--- config.mk ---
export PLATFORM = sky130hd
export DESIGN_NAME = seg_display_mux
export DESIGN_NICKNAME = d
export VERILOG_FILES = /design/src/rtl/seg_display_pkg.sv /design/src/rtl/bcd_to_seg.sv /design/src/rtl/seg_display_mux.sv
export SDC_FILE = /design/constraint.sdc
export NUM_CORES = 1
export LEC_CHECK = 0
export BUFFER_PORTS_ARGS = -buffer_cell sky130_fd_sc_hd__buf_2
export CORE_MARGIN = 8
export CORE_UTILIZATION = 56
export DETAILED_ROUTE_END_ITERATION = 10
export GPL_ROUTABILITY_DRIVEN = 0
export HOLD_SLACK_MARGIN = 0.02
export PLACE_DENSITY = 0.79
export SYNTH_ARGS = -nofsm -noshare
export SYNTH_HDL_FRONTEND = slang
export SYNTH_SLANG_ARGS = --single-unit
export TNS_END_PERCENT = 30
--- constraint.sdc ---
create_clock -name clk -period 3.11 [get_ports clk]
set_clock_uncertainty 0.2 [all_clocks]
set_input_delay 0.622 -clock clk [delete_from_list [all_inputs] [get_ports clk]]
set_output_delay 0.622 -clock clk [all_outputs]
set_load 0.005 [all_outputs]
--- src/rtl/seg_display_pkg.sv ---
// Shared constants for the stopwatch seven-segment display path: active-low
// segment patterns, dark-output levels, load FSM states and size defaults.
package seg_display_pkg;

    localparam int NUM_DIGITS_DEF = 4;
    localparam int DIGIT_W_DEF    = 4;

    // Active-low patterns, bit 0 = segment a .. bit 6 = segment g
    localparam logic [6:0] SEG_0     = 7'h40;
    localparam logic [6:0] SEG_1     = 7'h79;
    localparam logic [6:0] SEG_2     = 7'h24;
    localparam logic [6:0] SEG_3     = 7'h30;
    localparam logic [6:0] SEG_4     = 7'h19;
    localparam logic [6:0] SEG_5     = 7'h12;
    localparam logic [6:0] SEG_6     = 7'h02;
    localparam logic [6:0] SEG_7     = 7'h78;
    localparam logic [6:0] SEG_8     = 7'h00;
    localparam logic [6:0] SEG_9     = 7'h10;
    localparam logic [6:0] SEG_DASH  = 7'h3F;
    localparam logic [6:0] SEG_BLANK = 7'h7F;
    localparam logic       DP_OFF    = 1'b1;

    typedef enum logic {
        ST_IDLE    = 1'b0,
        ST_PENDING = 1'b1
    } load_state_t;

    function automatic logic [6:0] seg_pattern(input logic [3:0] code);
        logic [6:0] pat;
        case (code)
            4'h0:    pat = SEG_0;
            4'h1:    pat = SEG_1;
            4'h2:    pat = SEG_2;
            4'h3:    pat = SEG_3;
            4'h4:    pat = SEG_4;
            4'h5:    pat = SEG_5;
            4'h6:    pat = SEG_6;
            4'h7:    pat = SEG_7;
            4'h8:    pat = SEG_8;
            4'h9:    pat = SEG_9;
            4'hA:    pat = SEG_DASH;
            default: pat = SEG_BLANK;
        endcase
        return pat;
    endfunction

endpackage

--- src/rtl/bcd_to_seg.sv ---
// Combinational digit-code to active-low seven-segment pattern decoder.
module bcd_to_seg
    import seg_display_pkg::*;
(
    input  logic [3:0] code,
    output logic [6:0] seg
);

    // Pure lookup; codes 0xB..0xF decode to all segments dark
    always_comb begin
        seg = seg_pattern(code);
    end

endmodule

--- src/rtl/seg_display_mux.sv ---
// Time-multiplexed seven-segment driver with tear-free frame loading and blink.
// Optional build macro LEADING_ZERO_BLANK_EN suppresses leading zero digits.
module seg_display_mux
    import seg_display_pkg::*;
#(
    parameter int NUM_DIGITS = NUM_DIGITS_DEF,
    parameter int DIGIT_W    = DIGIT_W_DEF
) (
    input  logic                          clk,
    input  logic                          rst,
    input  logic                          scan_tick,
    input  logic                          blink_tick,
    input  logic                          load_valid,
    output logic                          load_ready,
    input  logic [NUM_DIGITS*DIGIT_W-1:0] load_digits,
    input  logic [NUM_DIGITS-1:0]         load_blink_mask,
    input  logic [NUM_DIGITS-1:0]         load_dp,
    output logic [NUM_DIGITS-1:0]         an,
    output logic [6:0]                    seg,
    output logic                          dp
);

    localparam int IDX_W = (NUM_DIGITS > 1) ? $clog2(NUM_DIGITS) : 1;
    localparam logic [IDX_W-1:0] LAST_IDX = IDX_W'(NUM_DIGITS - 1);

    load_state_t                   state_r;
    logic [IDX_W-1:0]              scan_idx_r;
    logic                          blink_phase_r;
    logic [NUM_DIGITS*DIGIT_W-1:0] active_digits_r;
    logic [NUM_DIGITS-1:0]         active_mask_r;
    logic [NUM_DIGITS-1:0]         active_dp_r;
    logic [NUM_DIGITS*DIGIT_W-1:0] staged_digits_r;
    logic [NUM_DIGITS-1:0]         staged_mask_r;
    logic [NUM_DIGITS-1:0]         staged_dp_r;

    logic [DIGIT_W-1:0]    code_s;
    logic [6:0]            dec_seg_s;
    logic                  blank_lz_s;
    logic [NUM_DIGITS-1:0] an_s;
    logic [6:0]            seg_s;
    logic                  dp_s;

    assign code_s = active_digits_r[scan_idx_r*DIGIT_W +: DIGIT_W];

    bcd_to_seg u_dec (
        .code (code_s),
        .seg  (dec_seg_s)
    );

`ifdef LEADING_ZERO_BLANK_EN
    logic [NUM_DIGITS-1:0] upper_zero_s;

    // upper_zero_s[k]: this digit and every more-significant digit are zero
    always_comb begin
        logic run;
        run          = 1'b1;
        upper_zero_s = '0;
        for (int k = NUM_DIGITS - 1; k >= 0; k--) begin
            run             = run && (active_digits_r[k*DIGIT_W +: DIGIT_W] == '0);
            upper_zero_s[k] = run;
        end
    end

    // The rightmost digit always shows, so a zero reading is never fully dark
    always_comb begin
        if (scan_idx_r != '0) begin
            blank_lz_s = upper_zero_s[scan_idx_r];
        end else begin
            blank_lz_s = 1'b0;
        end
    end
`else
    assign blank_lz_s = 1'b0;
`endif

    // Next display drive for the currently scanned position
    always_comb begin
        an_s  = '1;
        seg_s = SEG_BLANK;
        dp_s  = DP_OFF;
        if (active_mask_r[scan_idx_r] && blink_phase_r) begin
            an_s  = '1;
            seg_s = SEG_BLANK;
            dp_s  = DP_OFF;
        end else begin
            an_s = ~(NUM_DIGITS'(1) << scan_idx_r);
            if (blank_lz_s) begin
                seg_s = SEG_BLANK;
            end else begin
                seg_s = dec_seg_s;
            end
            dp_s = ~active_dp_r[scan_idx_r];
        end
    end

    // Scan position and blink phase; both ticks in one cycle both take effect
    always_ff @(posedge clk or posedge rst) begin
        if (rst) begin
            scan_idx_r    <= '0;
            blink_phase_r <= 1'b0;
        end else begin
            if (scan_tick) begin
                scan_idx_r <= (scan_idx_r == LAST_IDX) ? '0 : scan_idx_r + IDX_W'(1);
            end
            if (blink_tick) begin
                blink_phase_r <= ~blink_phase_r;
            end
        end
    end

    // Load FSM: stage on handshake, commit on the scan tick that wraps to position 0
    always_ff @(posedge clk or posedge rst) begin
        if (rst) begin
            state_r         <= ST_IDLE;
            load_ready      <= 1'b1;
            staged_digits_r <= '0;
            staged_mask_r   <= '0;
            staged_dp_r     <= '0;
            active_digits_r <= '0;
            active_mask_r   <= '0;
            active_dp_r     <= '0;
        end else begin
            case (state_r)
                ST_IDLE: begin
                    if (load_valid && load_ready) begin
                        staged_digits_r <= load_digits;
                        staged_mask_r   <= load_blink_mask;
                        staged_dp_r     <= load_dp;
                        state_r         <= ST_PENDING;
                        load_ready      <= 1'b0;
                    end
                end
                ST_PENDING: begin
                    if (scan_tick && (scan_idx_r == LAST_IDX)) begin
                        active_digits_r <= staged_digits_r;
                        active_mask_r   <= staged_mask_r;
                        active_dp_r     <= staged_dp_r;
                        state_r         <= ST_IDLE;
                        load_ready      <= 1'b1;
                    end
                end
                default: begin
                    state_r    <= ST_IDLE;
                    load_ready <= 1'b1;
                end
            endcase
        end
    end

    // Registered board drive, dark while in reset
    always_ff @(posedge clk or posedge rst) begin
        if (rst) begin
            an  <= '1;
            seg <= SEG_BLANK;
            dp  <= DP_OFF;
        end else begin
            an  <= an_s;
            seg <= seg_s;
            dp  <= dp_s;
        end
    end

endmodule
==> impl_metrics.yaml <==
outcome:
  status: "complete, no violations"
sta:
  finalCritPeriodShare_pct: 73.5
  finalSetupViolCount: 0
  max_freq_mhz: 438
  hold_viol: 0
  max_slew_margin_pct: 52.1
  whs_ns: 0.202
  slew_violations: 0
  tns_ns: 0
  fin_crit_ns: 2.29
  worstMarginPinSlew_ns: 0.717
  rsz0062_at_grt: "no"
worst_setup_path:
  cp_max_fo: 9
  critical_path_arrival_ns: 2.35
  cp-end-kind: "flop"
  cp_top_family: "multiplexers"
  reg2reg_slack_ns: 0.82
  worst_path_most_repeated_cell: "inv_1"
  crit_type: "flop to flop"
  crit_path_start_kind: "flop"
  critical_path.cell_chain: "mux4_1 -> inv_1 -> ha_1 -> inv_1 -> mux2i_1 -> o21ai_0"
  required_ns: 3.17
  crit_buf_inv: 2
  cp_slowest_stage_delay_ns: 0.71
  cpMaxStageDelayCell: "mux4_1"
layout:
  diodes: 0
  final_nets: 270
  final_layout_size_suffix_gt1_share_pct: 53.2
  syn_to_final_growth_pct: 17.2
drt:
  finalWirelength_mm: 4.31
  ant_nets: 0
  drt_first_pass_iters: 4
  drc: 0
  drtIter0Drc: 43
  routedWlPerCell_um: 14.8
  vias_per_cell: 5.26
  route.vias.total: 1531
grt:
  grt_pass1_wl_mm: 7.73
  grt_pass1_vias: 1670
  grt_use_total_pct: 13.6
  antenna_found_initial: 0
  grt_max_degree: 37
  grt.overflow.total: 0
hold_path:
  hp-class: "input pin to async pin"
clock_network:
  post_cts_resized: 0
  cts_max_level: 3
  clk_latency_ns: 0.33
  cts_buffer_depth: 2
  clk_pin_slew_ns: 0.07
  post-cts-setup-buffers: 0
  numCtsBuffers: 9
  cts_hold_buffers: 0
  clock_sinks: 65
  cts_tree: "built"
  cts_root_buffer: "clkbuf_8"
pwr:
  switching_share_pct: 23.8
  powerDensity_nw_per_um2: 556
  p_switching_mw: 0.421
  comb_power_share_pct: 8.4
  p_clk_share_pct: 37.9
  ir_worst_vdd_mv: 0.365
  power.leakage_nw: 1.67
  p_seq_share_pct: 53.7
  p_int_mw: 1.35
yosys:
  avgSynthCellArea_sq_um: 14.8
  ys_warn_count: 0
  synth_cells: 183
  ys_ff_latch: 65
  netlist_area_sq_um: 2720
  synth_cell_type_count: 24
  yosysSeqAreaShare_pct: 60.5
  syn-num-nets: 221
floorplan:
  ios: 42
  fp.dieW_um: 85.6
  start_util_pct: 57.9
  rows: 25
  die_h_um: 85.6
  core_area_sq_um: 4690
  die_area_sq_um: 7340
place:
  port_buffers: 41
  hpwlAfterDp_mm: 3.07
run:
  maxCapViolCount: 0
[registers in the layout (all words and copies together) (netlist names), 2 cells and up]
register and cells:
active_digits_r 16, staged_digits_r 16, seg 7, staged_mask_r 4, an 4, active_dp_r 4, active_mask_r 4, staged_dp_r 4
scan_idx_r 2
[placed cells by master, fill, tap and decap left out, drive strengths merged]
cell type,n
a21oi,2
buf,45
clkbuf,14
clkinv,2
xnor2,1
xor2,1
nand2,19
o21ai,7
o2bb2ai,1
dfrtp,52
ha,9
mux4,6
nor2,3
nand3,2
dfstp,13
nand3b,1
or2,1
and2,1
mux2,48
inv,7
mux2i,2
[logic make-up (layout without fill, tap and decap cells)]
family / count (synthesis) / count (layout) / share of synthesized area [%]
buffers and inverters: 14 / 68 / 2.49
AND/OR/NAND/NOR: 27 / 27 / 4.24
multiplexers: 56 / 56 / 26.0
flip-flops: 65 / 65 / 60.5
AO/OA/AOI/OAI: 10 / 10 / 1.98
adder cells (fa/ha/maj): 9 / 9 / 4.15
XOR/XNOR: 2 / 2 / 0.645
[Yosys cell counts, drive strengths merged]
master	n	area (sq um)
dfrtp	52	1300
mux2	48	541
nand2	19	71.3
dfstp	13	342
ha	9	113
inv	7	26.3
o21ai	7	35.0
mux4	6	146
buf	5	33.8
nor2	3	11.3
a21oi	2	10.0
clkbuf	2	7.51
mux2i	2	20.0
nand3	2	10.0
and2	1	8.76
nand3b	1	7.51
o2bb2ai	1	8.76
or2	1	6.26
xnor2	1	8.76
xor2	1	8.76
[path summary, 6_finish.rpt]
check | start | to | cells past startpoint
worst max-delay path | scan_idx_r[0] | seg[3] | 6
max in group asynchronous | rst | seg[0] | 3
worst max register to register | scan_idx_r[0] | seg[3] | 6
worst min-delay path | rst | staged_mask_r[2] | 2
min in group clk | blink_tick | blink_phase_r | 2
worst min register to register | load_ready | load_ready | 2
[cell type report]
type | count | area [sq um]
Multi-Input combinational cell | 104 | 1010
Inverter | 7 | 26.3
Clock buffer | 14 | 183
Timing Repair Buffer | 45 | 248
Sequential cell | 65 | 1640
Clock inverter | 2 | 10.0
Tap cell | 54 | 67.6
Fill cell | 341 | 1510
[per-layer routing]
metal | part of all wire, % | global-route usage [%]
met1 | 46 | 16.8
met2 | 46 | 19.8
met4 | 2.3 | 8.12
met5 | 0 | 0
met3 | 6.0 | 4.97
[per-stage QoR]
stage / instances / cell area [sq um] / utilization [%] / setup WS (ns) / power, mW
finish: 291 / 3180 / 67.8 / 0.824 / 1.77
CTS: 291 / 3180 / 67.8 / 0.802 / 1.80
floorplan: 183 / 2720 / - / 0.683 / 1.06
detailed placement: 275 / 2990 / 63.7 / 0.832 / 1.12
global route: 291 / 3180 / 67.8 / 0.637 / 1.86
global placement: 275 / 2990 / 63.7 / 0.889 / 1.11
[power groups by stage]
| stage | Combinational (mW) | Clock (mW) | Sequential [mW] |
|---|---|---|---|
| 2_1_floorplan | 0.119 | 0 | 0.937 |
| 3_3_place_gp | 0.143 | 0 | 0.967 |
| 3_5_place_dp | 0.149 | 0 | 0.967 |
| 4_1_cts | 0.153 | 0.690 | 0.952 |
| 5_1_grt | 0.170 | 0.734 | 0.959 |
| 6_report | 0.148 | 0.671 | 0.951 |
Note: power is estimated with default switching activity, not from simulation.
